`src/rtl/kugelblitz_offload_arb.sv`:
```
// ---------------------------------------------------------------------------
// kugelblitz_offload_arb
//   Packet-level round-robin arbiter sharing one kugelblitz offload datapath
//   between two AXI-stream requesters. A grant is held for a whole frame and
//   each frame is tagged with its source on m_axis_tdest.
//
// Ports
//   clk, rst_n            sole clock (rising edge), async active-low reset
//   s0_axis_*             requester 0 stream (tready is an output)
//   s1_axis_*             requester 1 stream (tready is an output)
//   m_axis_*              stream to the offload engine (tready is an input)
//   m_axis_tdest          index of the granted source
//   cfg_enable[1:0]       per-port enable, gates new grants only
//   busy                  high while a frame is in flight
//   pkt_count0/1          frames forwarded per port, wrapping
// ---------------------------------------------------------------------------
module kugelblitz_offload_arb #(
  parameter int unsigned DATA_WIDTH = 512,
  parameter int unsigned KEEP_WIDTH = DATA_WIDTH / 8,
  parameter int unsigned USER_WIDTH = 1,
  parameter int unsigned CNT_WIDTH  = 32
) (
  input  logic                  clk,
  input  logic                  rst_n,

  input  logic [DATA_WIDTH-1:0] s0_axis_tdata,
  input  logic [KEEP_WIDTH-1:0] s0_axis_tkeep,
  input  logic                  s0_axis_tvalid,
  output logic                  s0_axis_tready,
  input  logic                  s0_axis_tlast,
  input  logic [USER_WIDTH-1:0] s0_axis_tuser,

  input  logic [DATA_WIDTH-1:0] s1_axis_tdata,
  input  logic [KEEP_WIDTH-1:0] s1_axis_tkeep,
  input  logic                  s1_axis_tvalid,
  output logic                  s1_axis_tready,
  input  logic                  s1_axis_tlast,
  input  logic [USER_WIDTH-1:0] s1_axis_tuser,

  output logic [DATA_WIDTH-1:0] m_axis_tdata,
  output logic [KEEP_WIDTH-1:0] m_axis_tkeep,
  output logic                  m_axis_tvalid,
  input  logic                  m_axis_tready,
  output logic                  m_axis_tlast,
  output logic [USER_WIDTH-1:0] m_axis_tuser,
  output logic                  m_axis_tdest,

  input  logic [1:0]            cfg_enable,
  output logic                  busy,
  output logic [CNT_WIDTH-1:0]  pkt_count0,
  output logic [CNT_WIDTH-1:0]  pkt_count1
);

  typedef enum logic {
    IDLE  = 1'b0,
    GRANT = 1'b1
  } state_e;

  state_e               state_q, state_d;
  logic                 grant_q, grant_d;
  logic                 last_grant_q, last_grant_d;
  logic [CNT_WIDTH-1:0] cnt0_q, cnt0_d;
  logic [CNT_WIDTH-1:0] cnt1_q, cnt1_d;

  logic [1:0]           req;
  logic                 winner;
  logic                 frame_end;

  // Eligible requests; the enable mask only matters while arbitrating.
  assign req = {s1_axis_tvalid & cfg_enable[1], s0_axis_tvalid & cfg_enable[0]};

  // Contention goes to the port opposite the previous grant; otherwise the
  // single requester wins (req[1] selects port 1 when it is the only one).
  assign winner = (req == 2'b11) ? ~last_grant_q : req[1];

  assign frame_end = m_axis_tvalid & m_axis_tready & m_axis_tlast;

  // State and bookkeeping registers.
  always_ff @(posedge clk or negedge rst_n) begin
    if (!rst_n) begin
      state_q      <= IDLE;
      grant_q      <= 1'b0;
      last_grant_q <= 1'b1;
      cnt0_q       <= '0;
      cnt1_q       <= '0;
    end else begin
      state_q      <= state_d;
      grant_q      <= grant_d;
      last_grant_q <= last_grant_d;
      cnt0_q       <= cnt0_d;
      cnt1_q       <= cnt1_d;
    end
  end

  // Next-state: arbitrate in IDLE, hold the grant until the tlast handshake.
  always_comb begin
    state_d      = state_q;
    grant_d      = grant_q;
    last_grant_d = last_grant_q;
    cnt0_d       = cnt0_q;
    cnt1_d       = cnt1_q;
    if (state_q == IDLE) begin
      if (|req) begin
        grant_d      = winner;
        last_grant_d = winner;
        state_d      = GRANT;
      end
    end else begin
      if (frame_end) begin
        state_d = IDLE;
        if (grant_q) begin
          cnt1_d = cnt1_q + CNT_WIDTH'(1);
        end else begin
          cnt0_d = cnt0_q + CNT_WIDTH'(1);
        end
      end
    end
  end

  // Zero-latency passthrough from the granted port; everything quiet in IDLE.
  always_comb begin
    m_axis_tdata   = '0;
    m_axis_tkeep   = '0;
    m_axis_tvalid  = 1'b0;
    m_axis_tlast   = 1'b0;
    m_axis_tuser   = '0;
    s0_axis_tready = 1'b0;
    s1_axis_tready = 1'b0;
    if (state_q == GRANT) begin
      if (grant_q) begin
        m_axis_tdata   = s1_axis_tdata;
        m_axis_tkeep   = s1_axis_tkeep;
        m_axis_tvalid  = s1_axis_tvalid;
        m_axis_tlast   = s1_axis_tlast;
        m_axis_tuser   = s1_axis_tuser;
        s1_axis_tready = m_axis_tready;
      end else begin
        m_axis_tdata   = s0_axis_tdata;
        m_axis_tkeep   = s0_axis_tkeep;
        m_axis_tvalid  = s0_axis_tvalid;
        m_axis_tlast   = s0_axis_tlast;
        m_axis_tuser   = s0_axis_tuser;
        s0_axis_tready = m_axis_tready;
      end
    end
  end

  assign m_axis_tdest = grant_q;
  assign busy         = (state_q == GRANT);
  assign pkt_count0   = cnt0_q;
  assign pkt_count1   = cnt1_q;

endmodule

```
`config.mk`:
```
export PLATFORM = sky130hd
export DESIGN_NAME = kugelblitz_offload_arb
export DESIGN_NICKNAME = d
export VERILOG_FILES = /design/src/rtl/kugelblitz_offload_arb.sv
export SDC_FILE = /design/constraint.sdc
export NUM_CORES = 1
export LEC_CHECK = 0
export ABC_CLOCK_PERIOD_IN_PS = 4100
export CORE_AREA = 4 4 705 707
export DETAILED_ROUTE_END_ITERATION = 10
export DIE_AREA = 0 0 709 711
export PLACE_DENSITY = 0.3
export SYNTH_ARGS = -nofsm -noshare
export SYNTH_HDL_FRONTEND = slang
export SYNTH_SLANG_ARGS = --single-unit
```
`constraint.sdc`:
```
create_clock -name clk -period 4.1 [get_ports clk]
set_input_delay 0.82 -clock clk [delete_from_list [all_inputs] [get_ports clk]]
set_output_delay 0.82 -clock clk [all_outputs]
set_load 0.02 [all_outputs]
```
# ---- Word level (Yosys, flattened, before mapping)
# Cells that the tools add are included.
dict set report totals {
  reg_bits 67
  inputBits 1163
  out_inout_bits 647
  wordCells 37
}
dict set report op_classes {
  n_addsub 2
  eq_ne 1
  n_mux 18
  bitwise 7
  n_reduce_logical 4
}
# operator count
set op_table {}
lappend op_table {{2-to-1 mux 512 bit} 2}
lappend op_table {{2-to-1 mux 64 bit} 2}
lappend op_table {{adder 32 x 1 -> 32 bit (second input constant)} 2}
lappend op_table {{2-to-1 mux 1 bit} 14}
lappend op_table {{AND reduction 3 bit} 2}
lappend op_table {{bitwise AND 1 bit} 4}
lappend op_table {{inverter 1 bit} 3}
lappend op_table {{== test 2 bit (second input constant)} 1}
lappend op_table {{AND reduction 2 bit} 1}
lappend op_table {{OR reduction 2 bit} 1}

# ---- Depth between registers and ports, before layout
dict set report depth {
  word_depth 6
  mapped_depth 6
  mapped_depth_nobuf 5
}

# ---- Least setup slack after synthesis
# No wires, ideal clock.
dict set report synth_timing {
  path_kind {flip-flop to output port}
  from {reg grant_q, in the netlist m_axis_tdest}
  to {out m_axis_tvalid}
  arrival_time_ns 1.634
  t_required_ns 3.280
  setup_slack_ns 1.646
  path_stages_with_launch 6
  path_buffers 3
  cell_sequence {dfrtp_1 > buf_2 > buf_2 > buf_2 > mux2_2 > and2_1}
}
dict set report synth_via {
  elab_chain_cells 2
}
# element line
set synth_lines {}
lappend synth_lines {{start, declared} 60} ;# logic grant_q, grant_d;
lappend synth_lines {{start signal, assigned} 88} ;# grant_q <= grant_d;
lappend synth_lines {{2-to-1 mux 1 bit} 130} ;# if (grant_q) begin
lappend synth_lines {{2-to-1 mux 1 bit} 129} ;# if (state_q == GRANT) begin
lappend synth_lines {{end, declared} 42} ;# output logic m_axis_tvalid,
# No other way between the ends.

# ---- Worst setup path in the final report
dict set report layout_timing {
  from {in s1_axis_tdata[446]}
  to {out m_axis_tdata[446]}
}
dict set report layout_via {
  elab_chain_cells 2
}
# element line
set layout_lines {}
lappend layout_lines {{start, declared} 33} ;# input logic [DATA_WIDTH-1:0] s1_axis_tdata,
lappend layout_lines {{2-to-1 mux 512 bit} 130}
lappend layout_lines {{2-to-1 mux 512 bit} 129}
lappend layout_lines {{end, declared} 40} ;# output logic [DATA_WIDTH-1:0] m_axis_tdata,
# No other way between the ends.

==> summary.txt <==
Logic synthesis
  • Largest family of logic cells by synthesized area: multiplexers
  • Sequential area share after synthesis: 12.7%
  • Synth async-reset ratio: 100%
  • XOR/XNOR share of the synthesized area: 4.12%
  • Ys flop type: dfrtp_1
  • Adder-cell share of the synthesized area: 0.190%
  • Multiplexer share of the synthesized area: 44.2%
  • Distinct cells, synth: 34
  • Flops & latches, synth: 67
  • Post-synth EDFFs: 0
  • Syn Inst Count: 1571
  • Synthesized Nets: 2736
  • Yosys warning total: 0
  • Simple-Gate Fraction of Synth Area: 33.5%
  • Netlist Area Pre-Place: 13200 sq um
  • Avg Cell Area, Syn: 8.38 sq um
  • Post-synthesis compound-gate area fraction: 0.276%

Setup path
  • FF-to-FF Start: m_axis_tdest
  • Critical path cell sequence: clkdlybuf4s50_1 -> mux2i_1 -> nor2b_1 -> clkdlybuf4s50_1
  • Crit path capture type: output pin
  • Depth of the worst register-to-register path: 6
  • CP required: 3.28 ns
  • Nature of the critical path startpoint: primary input
  • Most frequent CP cell: clkdlybuf4s50_1
  • Crit path DAT: 3.22 ns
  • Critical path peak fanout: 1
  • FF-to-FF End: pkt_count1[17]
  • Critical path buffers and inverters: 2
  • Flop2flop setup slack: 1.35 ns
  • Top cell family by delay on the critical path: buffers and inverters
  • Crit Path Class: in -> out
  • Max stage delay on crit path: 0.86 ns
  • Slowest-stage cell, CP: clkdlybuf4s50_1

Clock network
  • CTS sink count: 67
  • Clock Latency Late Sink: 0.40 ns
  • CTS Buffer Depth: 2
  • Clk root buf: clkbuf_16
  • CTS tree: done
  • Inserted Clock Buffers: 9
  • CTS clk-pin slew, worst paths: 0.07 ns
  • Max H-tree Level: 3

Routing
  • Drt pass-1 iters: 5
  • DRT iter0 DRCs: 1447
  • Vias post-DR: 23134
  • Wire per inst: 40.9 um
  • Met2 wire len: 189000 um
  • DR WL met3: 48200 um
  • DRT Wirelength: 410000 um
  • Number of nets still failing antenna checks after routing: 0
  • Vias per cell: 2.31
  • Top sig layer: met5
  • Met1 WL: 161000 um
  • DRC Markers: 0

STA
  • Final period util: 98.6%
  • Total negative slack: 0 ns
  • Slew @ Worst Pin: 0.940 ns
  • Max Clock Freq: 247 MHz
  • Final Max Tran Viols: 0
  • RSZ-0062 raised after global routing: no
  • Max-slew headroom: 37.3%
  • Final Skew: 0.0152 ns
  • Fin. Hold Viols: 0
  • Final setup vio count: 0
  • Min cycle time layout: 4.04 ns

Job
  • Maximum Capacitance Violations: 0

Die
  • Starting density of the core: 2.69%
  • Core area: 490000 sq um
  • I/O Pins: 1810
  • Die area: 504000 sq um
  • Die height: 711 um
  • Rows: 257
  • Die Span X: 709 um

Min path
  • Hold Crit Class: in -> async

Outcome
  • Outcome: complete, no violations

Global route
  • First-pass GRT wire length: 464000 um
  • Largest net degree at the start of global routing: 153
  • Global route overflow: 0
  • Vias in the first global route: 22430
  • Initial antenna violation count: 584
  • GRT Total Usage: 15.7%

Placed design
  • IO Port Bufs: 1809
  • Cell Count Post-Placement: 9913
  • Routability cong.: 1.02
  • HPWL Detailed: 392000 um

Power and ir drop
  • Max IR drop VDD: 350 uV
  • Static Leakage: 14.6 nW
  • Pwr dens: 549 nW/um^2

Finish
  • Commonest non-fill, non-tap cell in the layout: clkdlybuf4s50_1
  • Final non-filler cell total: 10027
  • Nets: 4614
  • Commonest cells after routing, fill and taps aside: 1631 x clkdlybuf4s50_1, 578 x nor2b_1, 573 x mux2i_1
  • Synth-to-layout area growth: 213%
  • Fraction of layout cells with a size suffix above 1: 12.1%
  • Core Util, Final: 8.41%
  • Fill cells: 57117
==> how the worst max path moves through the flow <==
stage	depth (start not counted)	endpoint	slack (ns)	from
after floorplan	5	m_axis_tvalid	1.65	m_axis_tdest
after global placement	4	m_axis_tdata[446]	0.08	s1_axis_tdata[446]
after detailed placement	4	m_axis_tdata[446]	0.10	s1_axis_tdata[446]
after CTS	4	m_axis_tdata[446]	0.09	s1_axis_tdata[446]
after global routing	5	m_axis_tdata[403]	0.12	m_axis_tdest
final	4	m_axis_tdata[446]	0.06	s1_axis_tdata[446]
==> synthesized netlist by cell type (all sizes together) (2+ instances only) <==
library cell / number / area [sq um]
nand3: 17 / 85.1
nor3: 20 / 170
and4: 10 / 87.6
ha: 2 / 25.0
nor2b: 578 / 3620
mux2i: 578 / 5790
xor2: 24 / 210
and2: 8 / 50.1
buf: 69 / 350
inv: 9 / 33.8
clkbuf: 71 / 267
and3: 10 / 62.6
mux2: 3 / 33.8
xnor2: 38 / 333
nor4: 3 / 25.0
nor2: 10 / 37.5
dfrtp: 66 / 1650
nand2: 18 / 67.6
nand4: 27 / 175
==> per-stage QoR <==
step	worst slack [ns]	total power, mW	area, sq um	hold slack, ns
after floorplan	1.65	9.31	13200	0.480
after global placement	0.0792	22.5	40600	0.467
after detailed placement	0.103	22.4	40600	0.466
after CTS	0.0870	23.4	40900	0.444
after global routing	0.121	23.8	41000	0.474
final	0.0562	22.6	41200	0.465
==> cell families (layout without fill, tap and decap cells) <==
logic type                 count (synthesis)  in the layout
AOI/OAI and AO/OA                          5              5
xor gates and xnor gates                  62             62
adders and majority gates                  2              2
buffers and inverters                    149           2032
DFF                                       67             67
muxes                                    581            581
other                                      0             98
and+or+nand+nor                          705            705
==> repair_timing <==
item	CTS	global route
hold buffers	0	0
gates resized for setup	1	0
setup buffers	0	0
endpoints found under the setup margin	1	0
==> worst reg2reg max path, stage by stage, from the launching register on <==
cell and delay, ns:
dfrtp_4 0.52, buf_12 0.37, nand4_1 0.47, nor2_1 0.60, buf_4 0.33, nand4_1 0.18, xnor2_1 0.16
==> cell type report <==
class | instances | area [sq um] | area share [%]
inverters | 9 | 33.8 | 0.0821
repair buffers | 2007 | 20000 | 48.5
clock inverters | 6 | 47.5 | 0.115
well taps | 6475 | 8100 | 19.7
flip-flops and latches | 67 | 1690 | 4.09
diodes | 98 | 245 | 0.596
multi-input cells | 1355 | 10900 | 26.4
clock buffers | 10 | 239 | 0.580
==> registers in the layout, indices dropped and copies added, names as in the netlist <==
register / count
pkt_count0: 32
pkt_count1: 32
m_axis_tdest: 1
busy: 1
last_grant_q: 1
==> power breakdown <==
group	internal [mW]	total [mW]	switching [mW]
combinational	8.81	21.0	12.2
clock	0.433	0.845	0.412
sequential	0.714	0.800	0.0858
==> layer usage <==
metal / up-vias / GRT usage [%]
met5: - / 0
met3: 878 / 7.73
met2: 2070 / 26.3
met4: 190 / 2.27
li1: 9244 / -
met1: 10752 / 18.1
Power figures use the tool's default switching activity.
